File: src/rtl/serial_shifter_if.sv
// ============================================================================
//  Module      : serial_shifter_if
//  Description : Request/response bundle between the EX-stage issue logic
//                (master) and the multi-cycle serial shifter (slave).
//  Revision    : 1.0  initial release
// ============================================================================
`default_nettype none

interface serial_shifter_if #(
  parameter int WIDTH = 32
) ();

  // Request side: sampled by the shifter only on the accepting edge
  logic             start;
  logic [1:0]       op;
  logic [31:0]      amt;
  logic [WIDTH-1:0] din;

  // Response side: all driven from registers inside the shifter
  logic             busy;
  logic             done;
  logic [WIDTH-1:0] dout;

  modport master (
    output start,
    output op,
    output amt,
    output din,
    input  busy,
    input  done,
    input  dout
  );

  modport slave (
    input  start,
    input  op,
    input  amt,
    input  din,
    output busy,
    output done,
    output dout
  );

endinterface : serial_shifter_if

`default_nettype wire

File: src/rtl/serial_shifter.sv
// ============================================================================
//  Module      : serial_shifter
//  Description : Multi-cycle SLL/SRL/SRA unit, one bit position per clock.
//                start/busy/done handshake lets the hazard unit stall the
//                pipeline while a shift is in flight.
//  Revision    : 1.0  initial release
// ============================================================================
`default_nettype none

module serial_shifter #(
  parameter int WIDTH = 32,
  parameter int SHW   = 5
) (
  input  wire logic        clk,
  input  wire logic        rst_n,
  serial_shifter_if.slave  bus
);

  // Shift operation encodings; 2'b11 falls through to SLL
  localparam logic [1:0] OP_SLL = 2'b00;
  localparam logic [1:0] OP_SRL = 2'b01;
  localparam logic [1:0] OP_SRA = 2'b10;

  typedef enum logic [1:0] {
    ST_IDLE  = 2'd0,
    ST_SHIFT = 2'd1,
    ST_DONE  = 2'd2
  } state_e;

  state_e           state_q;
  logic [WIDTH-1:0] work_q;
  logic [WIDTH-1:0] work_d;
  logic [WIDTH-1:0] dout_q;
  logic [SHW-1:0]   count_q;
  logic [SHW-1:0]   count_d;
  logic [1:0]       op_q;
  logic             busy_q;
  logic             done_q;
  logic             accept;

  // Only the low SHW bits of the amount word carry meaning; the rest are
  // deliberately dropped (rs values may hold arbitrary upper bits).
  logic unused_amt_hi;
  assign unused_amt_hi = ^bus.amt[31:SHW];

  // A new request is taken from IDLE or straight out of DONE (back-to-back);
  // start during SHIFT is simply not looked at.
  assign accept = bus.start && (state_q != ST_SHIFT);

  // One-bit step of the working value according to the latched op
  always_comb begin
    work_d = work_q;
    unique case (op_q)
      OP_SRL:  work_d = {1'b0, work_q[WIDTH-1:1]};
      OP_SRA:  work_d = {work_q[WIDTH-1], work_q[WIDTH-1:1]};
      OP_SLL:  work_d = {work_q[WIDTH-2:0], 1'b0};
      default: work_d = {work_q[WIDTH-2:0], 1'b0};
    endcase
  end

  // Remaining shift count after this step
  assign count_d = count_q - SHW'(1);

  // Control FSM plus datapath registers; busy/done/dout are all registered
  always_ff @(posedge clk or negedge rst_n) begin
    if (!rst_n) begin
      state_q <= ST_IDLE;
      work_q  <= '0;
      dout_q  <= '0;
      count_q <= '0;
      op_q    <= OP_SLL;
      busy_q  <= 1'b0;
      done_q  <= 1'b0;
    end else begin
      // done is a single-cycle pulse unless re-raised below
      done_q <= 1'b0;

      unique case (state_q)
        ST_IDLE, ST_DONE: begin
          if (accept) begin
            work_q  <= bus.din;
            count_q <= bus.amt[SHW-1:0];
            op_q    <= bus.op;
            busy_q  <= 1'b1;
            state_q <= ST_SHIFT;
          end else begin
            busy_q  <= 1'b0;
            state_q <= ST_IDLE;
          end
        end

        ST_SHIFT: begin
          if (count_q == '0) begin
            // Result is published only here, never mid-shift
            dout_q  <= work_q;
            busy_q  <= 1'b0;
            done_q  <= 1'b1;
            state_q <= ST_DONE;
          end else begin
            work_q  <= work_d;
            count_q <= count_d;
          end
        end

        default: begin
          busy_q  <= 1'b0;
          state_q <= ST_IDLE;
        end
      endcase
    end
  end

  assign bus.busy = busy_q;
  assign bus.done = done_q;
  assign bus.dout = dout_q;

endmodule : serial_shifter

`default_nettype wire

File: src/flat_wrapper.sv
// flat-port wrapper written by rule: the top's interface ports become plain ports
module serial_shifter_flat 
#(
  parameter int WIDTH = 32,
  parameter int SHW   = 5
)
  (clk, rst_n, bus_start, bus_op, bus_amt, bus_din, bus_busy, bus_done, bus_dout);
  serial_shifter_if #(.WIDTH(WIDTH)) bus_i ();
  input  wire logic clk;
  input  wire logic rst_n;
  input wire logic [$bits(bus_i.start)-1:0] bus_start;
  input wire logic [$bits(bus_i.op)-1:0] bus_op;
  input wire logic [$bits(bus_i.amt)-1:0] bus_amt;
  input wire logic [$bits(bus_i.din)-1:0] bus_din;
  output wire logic [$bits(bus_i.busy)-1:0] bus_busy;
  output wire logic [$bits(bus_i.done)-1:0] bus_done;
  output wire logic [$bits(bus_i.dout)-1:0] bus_dout;
  assign bus_i.start = bus_start;
  assign bus_i.op = bus_op;
  assign bus_i.amt = bus_amt;
  assign bus_i.din = bus_din;
  assign bus_busy = bus_i.busy;
  assign bus_done = bus_i.done;
  assign bus_dout = bus_i.dout;
  serial_shifter #(.WIDTH(WIDTH), .SHW(SHW)) u_core (.clk(clk), .rst_n(rst_n), .bus(bus_i));
endmodule
File: config.mk
export PLATFORM = sky130hd
export DESIGN_NAME = serial_shifter_flat
export DESIGN_NICKNAME = d
export VERILOG_FILES = /design/src/rtl/serial_shifter_if.sv /design/src/rtl/serial_shifter.sv /design/src/flat_wrapper.sv
export SDC_FILE = /design/constraint.sdc
export NUM_CORES = 1
export LEC_CHECK = 0
export BUFFER_PORTS_ARGS = -buffer_cell sky130_fd_sc_hd__buf_4
export CAP_MARGIN = 20
export CORE_UTILIZATION = 53
export DETAILED_ROUTE_END_ITERATION = 12
export PLACE_DENSITY_LB_ADDON = 0.2
export SLEW_MARGIN = 10
export SYNTH_ARGS = -nofsm -noshare
export SYNTH_HDL_FRONTEND = slang
export SYNTH_SLANG_ARGS = --single-unit
export TNS_END_PERCENT = 5
File: constraint.sdc
create_clock -name clk -period 2.95 [get_ports clk]
set_clock_uncertainty 0.05 [all_clocks]
set_input_delay 0.59 -clock clk [delete_from_list [all_inputs] [get_ports clk]]
set_output_delay 0.59 -clock clk [all_outputs]
set_load 0.005 [all_outputs]
# Yosys cells after proc, flatten, opt, wreduce, memory -nomap -nowiden
# Cells that the tools add are included.
# word_totals
register_bits	75
out_inout_bits	34
word_cells	42
# classes
addsub	1
n_eq_ne	9
n_mux	15
n_reduce_logical	9
# ops
op	n
$pmux 32 s2	2
$mux 32	2
$mux 5	2
$pmux 5 s2	1
$ne 2x1->1 const B	3
$logic_not 5->1	1
$mux 1	5
$sub 5x1->5 const B	1
$eq 2x1->1 const B	2
$eq 2x2->1 const B	2
$ne 2x2->1 const B	2
$pmux 2 s2	1
$reduce_and 2->1	2
$reduce_and 4->1	1
$reduce_and 3->1	1
$logic_not 2->1	1
$mux 2	1
$pmux 1 s2	1
$reduce_bool 2->1	1
$reduce_or 2->1	1
$logic_and 1x1->1	1

# Depth between registers and ports, before layout
# depth
word_depth	4
depth_mapped	8
mapped_depth_nobuf	5

# Worst setup path before layout
# Ideal clock, no wire load.
# synth_timing
kind	register to register
startpoint	register u_core.count_q[0]
endpoint	register u_core.dout_q[10] (netlist: u_core.bus.dout[10])
setup_ns	0.125
arrival_ns	1.991
required_time_ns	2.775
path_slack_ns	0.784
path_stages_with_launch	9
n_path_buf	3
synth_period_minus_slack_ns	2.166
cell_sequence	dfrtp_1 -> inv_1 -> ha_1 -> or4b_1 -> buf_2 -> or2_1 -> buf_6 -> buf_6 -> mux2_4
# synth_between
elab_chain_cells	2
# synth_lines
element	line_no	rtl
start, declared	serial_shifter.sv:34	logic [SHW-1:0] count_q;
start signal, assigned	serial_shifter.sv:82	count_q <= bus.amt[SHW-1:0];
start signal, assigned	serial_shifter.sv:101	count_q <= count_d;
$logic_not 5->1	serial_shifter.sv:93	if (count_q == '0) begin
$reduce_and 2->1 (no line)	-	
end signal, assigned	serial_shifter.sv:95	dout_q <= work_q;
end, declared	serial_shifter.sv:33	logic [WIDTH-1:0] dout_q;
# Every way passes these cells.
# A chain may end at the register's enable or synchronous reset.

# Final worst setup path
# layout_timing
startpoint	register u_core.count_q[0]
endpoint	register u_core.dout_q[29] (netlist: u_core.bus.dout[29])
# Same word-level chain as after synthesis.

==> impl_metrics.ini <==
[pwr]
pwr-share-clk = 0.157
p_switching_w = 0.00220
p_sw_frac = 0.392
p_comb_frac = 0.488
p_int_w = 0.00342
power_density_nw_per_um2 = 1200
pwr-share-seq = 0.355
vdd_drop_max_uv = 768
leakage_nw = 2.20

[synth]
synth_mux_area_frac = 0.125
synth_top_family_by_area = compound AO/OA/AOI/OAI gates
synth_area_leaders = dfrtp_1 48%, mux2_4 11%, and4b_1 7.7%, a211oi_1 6.0%, a31oi_1 5.0%
yosysWarnings = 0
synthXorXnorAreaFrac = 0.00226
avgSynthCellArea_um2 = 11.1
synth_nets = 420
synthAdderAreaFrac = 0.00969
synth_top_area_frac = 0.484
yosys.area.top_type = dfrtp_1
seq_area_frac_synth = 0.484
ys_types = 31
synthSimpleGateAreaFrac = 0.146
syn_inst = 348
synth-compound-area-share = 0.178
yosys_register_bits = 75
syn_area_um2 = 3870

[cells_and_area]
fin_util = 0.675
num-fill-cells = 542
final_layout_size_suffix_gt1_frac = 0.339
fin_nets = 474
final_area_um2 = 4680
antenna_cells = 0
synthToLayoutAreaGrowth_pct = 20.9

[detailed_routing]
first_pass_iters = 5
viasPerCell = 6.23
vias = 3135
wl_per_cell_um = 18.7
drtIter0Drc = 359
post-route-drc-count = 0
drt-total-wl_um = 9390
ant_nets = 0

[setup_path]
crit_path_start_kind = register
crit_type = register to register
crit_required_ns = 3.14
path_max_fanout = 24
arrival_ns = 2.60
cp-end-kind = register

[timing]
hold_viol = 0
period_needed_ns = 2.41
setup_slack_ns = 0.539
slew-limit-headroom = 0.366
setup_tns_ns = 0
tightest_slew_ns = 0.951
final_max_slew_viol_count = 0
fmax_mhz = 415
final-setup-viol-count = 0
rsz0062_at_grt = no
finalCritPeriodShare = 0.817

[clocking]
cts_max_level = 3
numCtsBuffers = 9
cts_setup_buffers = 0
clkSinkCount = 75
clk_pin_slew_worst_paths_ns = 0.08
cts_resized = 0
clkLatencyLatePin_ns = 0.35
cts_root_buffer = clkbuf_8
hold_buffers = 0
cts_tree = built
clock_path_buffers = 2

[placed_design]
portBuffers = 75
dpl.hpwl_um = 5450
gp_congestion = 0.787
placed_area_um2 = 4470
pre_cts_ws_ns = 0.534

[global_route]
overflow = 0
antenna_found_initial = 0
grt_pass1_vias = 3012
track_usage = 0.260
grt_pass1_wl_um = 15400
grt_max_degree = 76

[status]
status = completed

[run]
cap_violations = 0

[floorplan]
start_util = 0.558
die_y_um = 87.5
top_level_ports = 103
core-area_um2 = 6940
dieArea_um2 = 7660
fp.dieW_um = 87.5
rows = 30

[worst_hold_path]
hold_path.class = primary input to async pin
cells by family (layout without fill, tap and decap cells):
| family | Yosys count | in the layout |
|---|---|---|
| buffers and inverters | 48 | 107 |
| adder cells (fa/ha/maj) | 3 | 3 |
| AND/OR/NAND/NOR | 80 | 80 |
| multiplexers | 34 | 34 |
| flip-flops | 75 | 75 |
| AO/OA/AOI/OAI | 107 | 107 |
| XOR/XNOR | 1 | 1 |
final cells by class:
type	count	area (um^2)	area share
timing repair buffer	84	643	0.137
inverter	7	26.3	0.00561
clock buffer	10	128	0.0272
multi-input combinational	225	1800	0.384
tap	96	120	0.0256
sequential	75	1880	0.401
clock inverter	6	90.1	0.0192
placed cells by master, fill, tap and decap left out:
| cell type | n |
|---|---|
| bufinv_16 | 2 |
| or4b_1 | 1 |
| inv_1 | 7 |
| mux2_4 | 28 |
| o221a_2 | 3 |
| buf_12 | 1 |
| nor2b_4 | 2 |
| o21ai_0 | 2 |
| xnor2_1 | 1 |
| a221o_1 | 1 |
| ha_1 | 3 |
| nand3_1 | 33 |
| a21o_1 | 1 |
| buf_4 | 83 |
| clkbuf_8 | 9 |
| clkinv_2 | 1 |
| nand2b_1 | 3 |
| mux2_2 | 4 |
| a21oi_1 | 35 |
| a31oi_1 | 31 |
| nor2_1 | 1 |
| a211oi_1 | 31 |
| clkinv_4 | 2 |
| nor4b_1 | 1 |
| or2_2 | 1 |
| nor2b_1 | 1 |
| dfrtp_1 | 75 |
| or4_1 | 1 |
| o31ai_1 | 2 |
| clkbuf_1 | 1 |
| clkinvlp_4 | 1 |
| and4b_1 | 30 |
| o21ba_2 | 1 |
| mux2i_1 | 2 |
| nor3b_1 | 1 |
| nand2_1 | 5 |
synth_stat cells (all sizes together):
| cell | n |
|---|---|
| a21oi | 35 |
| o221a | 3 |
| or4 | 1 |
| or2 | 1 |
| mux2 | 32 |
| o21ai | 2 |
| nand2b | 3 |
| nor2 | 1 |
| or4b | 1 |
| mux2i | 2 |
| and4b | 30 |
| clkbuf | 34 |
| nor2b | 3 |
| nor4b | 1 |
| xnor2 | 1 |
| nand2 | 5 |
| a221o | 1 |
| buf | 7 |
| nor3b | 1 |
| nand3 | 33 |
| o21ba | 1 |
| dfrtp | 75 |
| a31oi | 31 |
| a211oi | 31 |
| ha | 3 |
| a21o | 1 |
| inv | 7 |
| o31ai | 2 |
power by group through the flow:
| stage | clock, W | combinational (W) | sequential [W] |
|---|---|---|---|
| after global placement | 0 | 0.00263 | 0.00198 |
| after detailed placement | 0 | 0.00271 | 0.00200 |
| after CTS | 0.000896 | 0.00273 | 0.00198 |
| final | 0.000882 | 0.00274 | 0.00199 |
| after global routing | 0.000933 | 0.00301 | 0.00206 |
| after floorplan | 0 | 0.00195 | 0.00189 |
critical path, cell delays in order, from the launching register on:
cell and delay [ns]:
dfrtp_1 0.41, inv_1 0.09, ha_1 0.20, or4b_1 0.51, or2_2 0.48, buf_12 0.25, mux2_4 0.31
stage by stage:
step / instances / hold slack (ns) / power [W]
floorplan: 348 / 0.244 / 0.00385
global placement: 487 / 0.409 / 0.00460
detailed placement: 487 / 0.434 / 0.00471
CTS: 503 / 0.373 / 0.00561
global route: 503 / 0.411 / 0.00600
finish: 503 / 0.329 / 0.00562
state kept, by name (all words and copies together) (netlist names):
register	cells
u_core.bus.done	1
u_core.count_q	5
u_core.op_q	2
u_core.bus.dout	32
u_core.state_q	2
u_core.bus.busy	1
u_core.work_q	32
metal layers:
metal | vias up | wire [um] | GRT usage
met5 | - | 0 | 0
met4 | 0 | 80 | 0.0805
met3 | 10 | 582 | 0.0540
met2 | 136 | 4540 | 0.402
met1 | 1551 | 4190 | 0.369
li1 | 1438 | - | -
worst paths after layout:
kind                                    from             endpoint  slack [ns]  cells past startpoint
min in group clk                   bus_op[1]       u_core.op_q[1]        0.42                      3
min reg2reg                u_core.count_q[4]    u_core.count_q[4]        0.44                      1
min                                    rst_n     u_core.work_q[5]        0.33                      1
max in group asynchronous              rst_n    u_core.work_q[26]        1.90                      1
max reg2reg                u_core.count_q[0]  u_core.bus.dout[29]        0.54                      6
max                        u_core.count_q[0]  u_core.bus.dout[29]        0.54                      6
No activity file was read; power rests on OpenSTA's default activity.
